===== src/rtl/wave_capture_pkg.sv =====
// Shared state encoding, default sizes and the sample-to-display conversion
// for the wave_capture block.
package wave_capture_pkg;

    typedef enum logic [1:0] {
        ARMED  = 2'd0,
        ACTIVE = 2'd1,
        WAIT   = 2'd2
    } state_e;

    localparam int DEPTH_LOG2_DEF = 8;
    localparam int TIMEOUT_DEF    = 2048;

    // Top byte with the sign bit flipped: signed audio -> unsigned display row.
    function automatic logic [7:0] to_display(input logic [15:0] s);
        return {~s[15], s[14:8]};
    endfunction

endpackage


===== src/rtl/dffr.sv =====
// Flip-flop primitive with asynchronous active-high reset to zero.
module dffr #(
    parameter int WIDTH = 1
) (
    input  logic             clk,
    input  logic             r,
    input  logic [WIDTH-1:0] d,
    output logic [WIDTH-1:0] q
);

    always_ff @(posedge clk or posedge r) begin
        if (r) q <= '0;
        else   q <= d;
    end

endmodule


===== src/rtl/dffre.sv =====
// Flip-flop primitive with asynchronous active-high reset and load enable.
module dffre #(
    parameter int WIDTH = 1
) (
    input  logic             clk,
    input  logic             r,
    input  logic             en,
    input  logic [WIDTH-1:0] d,
    output logic [WIDTH-1:0] q
);

    always_ff @(posedge clk or posedge r) begin
        if (r)       q <= '0;
        else if (en) q <= d;
    end

endmodule


===== src/rtl/wave_capture.sv =====
// Captures one frame of audio per positive zero crossing into a double-buffered
// RAM. Optional forced trigger after TIMEOUT armed samples: WAVE_CAPTURE_TIMEOUT_EN.
module wave_capture
    import wave_capture_pkg::*;
#(
    parameter int DEPTH_LOG2 = DEPTH_LOG2_DEF,
    parameter int TIMEOUT    = TIMEOUT_DEF
) (
    input  logic                  clk,
    input  logic                  reset,
    input  logic                  new_sample_ready,
    input  logic [15:0]           new_sample_in,
    input  logic                  wave_display_idle,
    output logic [DEPTH_LOG2:0]   write_address,
    output logic                  write_enable,
    output logic [7:0]            write_sample,
    output logic                  read_index
);

    state_e                state_d;
    logic [1:0]            state_q;
    logic [DEPTH_LOG2-1:0] count_d, count_q;
    logic [15:0]           prev_sample_q;
    logic                  read_index_d, read_index_q;
    logic                  write_enable_d, write_enable_q;
    logic [DEPTH_LOG2:0]   write_address_d, write_address_q;
    logic [7:0]            write_sample_d, write_sample_q;
    logic                  crossing;
    logic                  tmo_hit;
    logic                  unused_prev;

    assign crossing    = prev_sample_q[15] & ~new_sample_in[15];
    assign unused_prev = ^prev_sample_q[14:0];

`ifdef WAVE_CAPTURE_TIMEOUT_EN
    localparam int TW = $clog2(TIMEOUT + 1);
    logic [TW-1:0] tmo_d, tmo_q;

    always_comb begin
        tmo_d   = tmo_q;
        tmo_hit = 1'b0;
        if (state_q != ARMED) begin
            tmo_d = '0;
        end else if (new_sample_ready) begin
            tmo_hit = (tmo_q == TW'(TIMEOUT - 1));
            tmo_d   = (crossing || tmo_hit) ? '0 : tmo_q + 1'b1;
        end
    end

    dffr #(.WIDTH(TW)) u_tmo (.clk(clk), .r(reset), .d(tmo_d), .q(tmo_q));
`else
    logic unused_timeout;
    assign unused_timeout = |TIMEOUT;
    assign tmo_hit        = 1'b0;
`endif

    always_comb begin
        state_d         = state_e'(state_q);
        count_d         = count_q;
        read_index_d    = read_index_q;
        write_enable_d  = 1'b0;
        write_address_d = write_address_q;
        write_sample_d  = write_sample_q;
        case (state_q)
            ARMED: begin
                if (new_sample_ready && (crossing || tmo_hit)) begin
                    write_enable_d  = 1'b1;
                    write_address_d = {~read_index_q, {DEPTH_LOG2{1'b0}}};
                    write_sample_d  = to_display(new_sample_in);
                    count_d         = DEPTH_LOG2'(1);
                    state_d         = ACTIVE;
                end
            end
            ACTIVE: begin
                if (new_sample_ready) begin
                    write_enable_d  = 1'b1;
                    write_address_d = {~read_index_q, count_q};
                    write_sample_d  = to_display(new_sample_in);
                    count_d         = count_q + 1'b1;
                    if (&count_q) state_d = WAIT;
                end
            end
            WAIT: begin
                // Samples arriving here only refresh prev_sample, even on the swap cycle.
                if (wave_display_idle) begin
                    read_index_d = ~read_index_q;
                    state_d      = ARMED;
                end
            end
            default: state_d = ARMED;
        endcase
    end

    dffr  #(.WIDTH(2))            u_state (.clk(clk), .r(reset), .d(state_d),         .q(state_q));
    dffr  #(.WIDTH(DEPTH_LOG2))   u_count (.clk(clk), .r(reset), .d(count_d),         .q(count_q));
    dffre #(.WIDTH(16))           u_prev  (.clk(clk), .r(reset), .en(new_sample_ready),
                                           .d(new_sample_in), .q(prev_sample_q));
    dffr  #(.WIDTH(1))            u_ridx  (.clk(clk), .r(reset), .d(read_index_d),    .q(read_index_q));
    dffr  #(.WIDTH(1))            u_we    (.clk(clk), .r(reset), .d(write_enable_d),  .q(write_enable_q));
    dffr  #(.WIDTH(DEPTH_LOG2+1)) u_waddr (.clk(clk), .r(reset), .d(write_address_d), .q(write_address_q));
    dffr  #(.WIDTH(8))            u_wdata (.clk(clk), .r(reset), .d(write_sample_d),  .q(write_sample_q));

    assign write_address = write_address_q;
    assign write_enable  = write_enable_q;
    assign write_sample  = write_sample_q;
    assign read_index    = read_index_q;

endmodule


===== config.mk =====
export PLATFORM = sky130hd
export DESIGN_NAME = wave_capture
export DESIGN_NICKNAME = d
export VERILOG_FILES = /design/src/rtl/wave_capture_pkg.sv /design/src/rtl/dffr.sv /design/src/rtl/dffre.sv /design/src/rtl/wave_capture.sv
export SDC_FILE = /design/constraint.sdc
export NUM_CORES = 1
export LEC_CHECK = 0
export CORE_MARGIN = 5
export CORE_UTILIZATION = 40
export CTS_CLUSTER_SIZE = 24
export DETAILED_ROUTE_END_ITERATION = 10
export GPL_TIMING_DRIVEN = 0
export PLACE_DENSITY_LB_ADDON = 0.1
export SLEW_MARGIN = 10
export SYNTH_ARGS = -nofsm -noshare
export SYNTH_HDL_FRONTEND = slang
export SYNTH_HIERARCHICAL = 1
export SYNTH_SLANG_ARGS = --single-unit

===== constraint.sdc =====
create_clock -name clk -period 1.8 [get_ports clk]
set_input_delay 0.54 -clock clk [delete_from_list [all_inputs] [get_ports clk]]
set_output_delay 0.54 -clock clk [all_outputs]
set_load 0.02 [all_outputs]

==> metrics.txt, run 1 <==
mean area per synthesized cell 12.4 sq um; Worst Skew 4.23 ps; die area 4650 sq um; vias in the first global route 931; DRC violations left 0; Root Driver clkbuf_4; Vias 976; hold path depth 1; IO buf count 30; TNS Setup 0 ps; Hold Vio Cnt, Final 0; Syn Nets 130; final worst slack 70.9 ps; site row count 21; H-tree levels 2; most common cell after layout, fill and taps aside dfrtp_1; wire length per cell 14.6 um; CTS max path bufs 2; total power 2300 uW; Syn Inst Count 109; maximum number of pins on one net before global-route repair 11; RSZ-0062 raised after global routing no; drt initial violations 36; initial antenna violation count 0; FF/Latch Area 751 sq um; R2R setup slack 350 ps; Max-Slew Margin vs Limit 0.737; Max-Cap Viols 0; Final Net Count 169; ratio of final minimum period to clock period 0.961; area of the multi-input gates 523 sq um; outcome finished, final reports clean; VDD IR max 0.493 mV; PD cells 1290 nW/um^2; later-pin clock latency in the skew report 330 ps; layout cells sized above 1 0.215; Critical R2R Launch u_prev/q[15]$_DFFE_PP0P_; DR pass1 iterations 4; TritonCTS clock tree built; fin. max-slew vios 0; depth of the worst register-to-register path 5; initial core utilization 0.409; Die Span X 68.2 um; Hold Buf Count CTS 0; Setup violations, final 0; crit path DAT 1940 ps; CP Max Fanout 10; num ports 39; Worst Max-Slew Pin Slew 394 ps; required time of the critical path 2010 ps; nature of the critical path endpoint flop; Die Ht 68.2 um; critical path class in -> reg; GRT Total Usage 0.134; via/cell ratio 5.01; FF-to-FF End u_wdata/q[3]$_DFF_PP0_; Yosys warnings 6; drt total wl 2840 um; # clock sinks 30; Reg clk slew, reported paths 90 ps; most frequent cells in the layout 30 x dfrtp_1, 20 x dlygate4sd2_1, 12 x inv_1; Worst Setup Start Kind input port; Num CTS Buffers 5; fill count 313; mapped cell area 1360 sq um; HP Start u_waddr/q[0]$_DFF_PP0_; global route overflow 0; worst slack at placement -428 ps; Pleak 0.000911 uW; post-route ant nets 0; DP HPWL 2050 um; worst hold path type reg -> reg; first-pass GRT wire length 4410 um; min Tclk post-route 1730 ps; antenna diode count 0; Final Wtd Congestion 0.819; fmax 578 MHz; Synth-to-Final Area Change 31.7%; Worst Hold End u_waddr/q[0]$_DFF_PP0_; area of the core 3310 sq um
## metrics by stage
step / area [sq um] / utilization / std cells / hold slack, ps
5_1_grt: 1780 / 0.539 / 195 / 508
2_1_floorplan: 1360 / - / 109 / 269
4_1_cts: 1770 / 0.534 / 193 / 489
3_3_place_gp: 1710 / 0.517 / 185 / 467
3_5_place_dp: 1710 / 0.517 / 185 / 472
6_report: 1780 / 0.539 / 195 / 482
## timing repair
item / 4_1_cts / 5_1_grt
gates resized for setup: 20 / 1
endpoints found under the setup margin: 25 / 6
setup buffers: 0 / 2
pin swaps: 0 / 1
## layout make-up
type	instances	area share
Clock buffer	8	0.0442
Timing Repair Buffer	32	0.163
Inverter	13	0.0273
Buffer	4	0.0196
Sequential cell	30	0.421
Tap cell	46	0.0323
Multi-Input combinational cell	62	0.293
## critical path: stages
cell,delay [ps]
clkdlybuf4s50_1,550
nor2b_2,90
o21ai_4,230
inv_2,70
buf_6,160
mux2_4,300
## state kept, by name, indices dropped and copies added, names as in the netlist
signal,cells
u_prev/q,1
u_count/q,8
u_wdata/q,8
u_waddr/q,9
u_we/q,1
u_state/q,2
u_ridx/q,1
## worst max-delay path by stage
| stage | from | endpoint | slack (ps) |
|---|---|---|---|
| after floorplan | new_sample_in[15] | u_wdata/q[0]$_DFF_PP0_ | 320 |
| after detailed placement | new_sample_ready | u_wdata/q[3]$_DFF_PP0_ | -430 |
| final | new_sample_in[15] | u_wdata/q[3]$_DFF_PP0_ | 70 |
| after global routing | new_sample_in[15] | u_wdata/q[1]$_DFF_PP0_ | 50 |
| after global placement | new_sample_ready | u_wdata/q[6]$_DFF_PP0_ | -390 |
| after CTS | new_sample_in[15] | u_wdata/q[3]$_DFF_PP0_ | 20 |
## routing by layer
| metal | vias to the layer above | GRT usage | wire length (um) |
|---|---|---|---|
| met5 | - | 0 | 0 |
| met4 | 0 | 0.0447 | 44 |
| met3 | 5 | 0.0558 | 165 |
| met2 | 21 | 0.217 | 1400 |
| met1 | 483 | 0.162 | 1230 |
| li1 | 467 | - | - |
## where the power goes
group	switching (uW)	total, uW	internal, uW	leakage, uW
Clock	228	494	267	0.0000446
Sequential	145	1000	859	0.000375
Combinational	428	805	378	0.000491
Power figures use the tool's default switching activity.
==> inputs of run 2 (changes only) <==
- SLEW_MARGIN: 10 -> default
==> results of run 2 <==
No change in the layout: final DEF, timing and power equal those of run 1.
==> inputs of run 3 (changes only) <==
- CORE_UTILIZATION: 40 -> 46
- SYNTH_HIERARCHICAL: 1 -> default
==> run 3 against run 2 <==
Critical endpoint is now u_count.q[3]$_DFFE_PP0P_. Non-clock buffer count fell by 2. Setup slack improved by 45 ps. Largest power group unchanged. Area after synthesis fell by 0.37%. Highest routed layer unchanged. Total power fell by 17%. Clock-buffer cell count fell by 2. Flip-flop and latch count did not move. Cell area fell by 3.8%. Clock power fell by 23%. Critical path type unchanged. Sequential share of layout area rose by 1.7 points. First-iteration DRC count fell by 14%. Core utilization rose by 7.8 points. Largest cell class unchanged. Critical path depth fell by 1.
==> metrics.txt, run 3 <==
Worst Setup Start Kind input port; PD cells 1110 nW/um^2; Post-synth EDFFs 0; initial core utilization 0.485; drt initial violations 31; min Tclk post-route 1680 ps; initial antenna violation count 0; number of flip-flops in the largest register 9; most frequent cells in the layout 30 x dfrtp_1, 19 x dlygate4sd2_1, 11 x clkdlybuf4s50_1; TritonCTS clock tree built; dpl cells 170; VDD IR max 1.08 mV; main combinational cell family by area after synthesis simple AND/OR/NAND/NOR gates; Syn Nets 130; site row count 19; first-pass GRT wire length 4810 um; worst slack at placement -203 ps; Yosys warnings 0; synth top area cells dfrtp_1 56%, mux2_4 7.8%, mux2i_1 4.4%, a21o_1 3.9%, and4_1 3.2%; Num CTS Buffers 5; post-route ant nets 0; Die Span X 64.2 um; Syn Inst Count 109; Max-Cap Viols 0; nature of the critical path endpoint flop; Die Ht 64.2 um; mux cell area share after synthesis 0.131; die area 4120 sq um; Pleak 0.000854 uW; global route overflow 0; mapped cell area 1350 sq um; H-tree levels 2; fin. max-slew vios 0; Yosys top cell by area dfrtp_1; CP Max Fanout 10; Max-Slew Margin vs Limit 0.275; Worst Max-Slew Pin Slew 1090 ps; Root Driver clkbuf_4; RSZ-0062 raised after global routing no; DP HPWL 1980 um; depth of the worst register-to-register path 4; via/cell ratio 5.70; num ports 39; critical path class in -> reg; FF-to-FF End u_count.q[6]$_DFFE_PP0P_; Seq/Total Area, Yosys 0.556; adder-cell share of the synthesized area 0.00927; Regs by FF count u_waddr.q (9), u_count.q (8), u_wdata.q (8); wire length per cell 15.7 um; drt total wl 2760 um; antenna diode count 0; Final Wtd Congestion 0.866; Yosys top cell area share 0.556; number of distinct library cells after synthesis 34; Synth-to-Final Area Change 27.2%; Worst Skew 2.67 ps; XOR/XNOR Fraction of Synth Area 0.0130; non-filler cells, final 176; prevailing post-synth register cell dfrtp_1; Hold Buf Count CTS 0; # clock sinks 30; Reg clk slew, reported paths 80 ps; later-pin clock latency in the skew report 320 ps; layout cells sized above 1 0.138; most common library cells after synthesis 30 x dfrtp_1, 7 x a21o_1, 7 x inv_1, 7 x mux2_4, 6 x mux2i_1; Synth Area in Simple Gates 0.144; DR pass1 iterations 5; HP Start u_waddr.q[6]$_DFFE_PP0P_; outcome finished, final reports clean; Post-CTS Setup Bufs 0; crit path DAT 1940 ps; required time of the critical path 2050 ps; Setup violations, final 0; ratio of final minimum period to clock period 0.936; DRC violations left 0; R2R setup slack 310 ps; Synth Register Bits 30; Hold Vio Cnt, Final 0; Vias 1003; Synth Area in Compound Gates 0.109; final worst slack 116 ps; cell with the most instances after synthesis dfrtp_1; Critical R2R Launch u_count.q[0]$_DFFE_PP0P_; most common cell after layout, fill and taps aside dfrtp_1; vias in the first global route 1033; mean area per synthesized cell 12.4 sq um; fmax 594 MHz; area of the core 2780 sq um; CTS max path bufs 2; maximum number of pins on one net before global-route repair 31; IO buf count 30; async set-or-reset flop fraction in the synthesized netlist 1.00; worst hold path type reg -> reg; GRT Total Usage 0.148; Worst Hold End u_waddr.q[6]$_DFFE_PP0P_; hold path depth 1; most flop-heavy register u_waddr.q; # resized after CTS 19; Final Net Count 167
[run 3: area by class of cell]
type,instances,area (sq um)
Fill cell,251,1060
Sequential cell,30,751
Multi-Input combinational cell,68,548
Timing Repair Buffer,30,277
Clock buffer,6,51.3
Tap cell,31,38.8
Inverter,7,26.3
Buffer,4,25.0
[run 3: power by group]
group | switching, uW | total (uW) | internal, uW
Sequential | 129 | 950 | 821
Clock | 207 | 382 | 176
Combinational | 301 | 569 | 268
[run 3: layer usage]
metal	share of wire	track usage	routed length, um	up-vias
li1	-	-	-	476
met2	0.46	0.230	1260	36
met1	0.45	0.179	1230	482
met4	0.020	0.0662	55	0
met3	0.075	0.0613	207	9
met5	0	0	0	-
[run 3: how the worst max path moves through the flow]
| stage | startpoint | slack, ps | endpoint | cells after the start |
|---|---|---|---|---|
| 3_3_place_gp | new_sample_ready | -170 | u_wdata.q[3]$_DFFE_PP0P_ | 5 |
| 5_1_grt | new_sample_in[15] | 50 | u_count.q[7]$_DFFE_PP0P_ | 4 |
| 6_report | new_sample_ready | 120 | u_count.q[3]$_DFFE_PP0P_ | 5 |
| 2_1_floorplan | new_sample_in[15] | 390 | u_wdata.q[0]$_DFFE_PP0P_ | 4 |
| 3_5_place_dp | new_sample_ready | -200 | u_count.q[3]$_DFFE_PP0P_ | 5 |
| 4_1_cts | new_sample_ready | 140 | u_count.q[3]$_DFFE_PP0P_ | 5 |
[run 3: cell families (layout without fill, tap and decap cells)]
family          after synthesis  after routing
flops                        30             30
simple gates                 30             30
compound gates               21             21
mux                          14             14
buf+inv                      11             47
xor+xnor                      2              2
fa+ha+maj                     1              1
[run 3: stage by stage]
step	instance area [sq um]	setup TNS (ps)	util	total power, uW	hold WS, ps
6_report	1720	0	0.617	1900	479
5_1_grt	1720	0	0.617	2030	508
3_3_place_gp	1690	-5340	0.607	1580	460
4_1_cts	1720	0	0.617	1930	486
3_5_place_dp	1690	-5750	0.607	1600	472
2_1_floorplan	1350	0	-	1310	488
[run 3: worst max-delay path: stages]
cell and delay (ps):
clkdlybuf4s50_1 560, buf_2 240, nand4_1 110, or3_1 320
a21oi_1 150
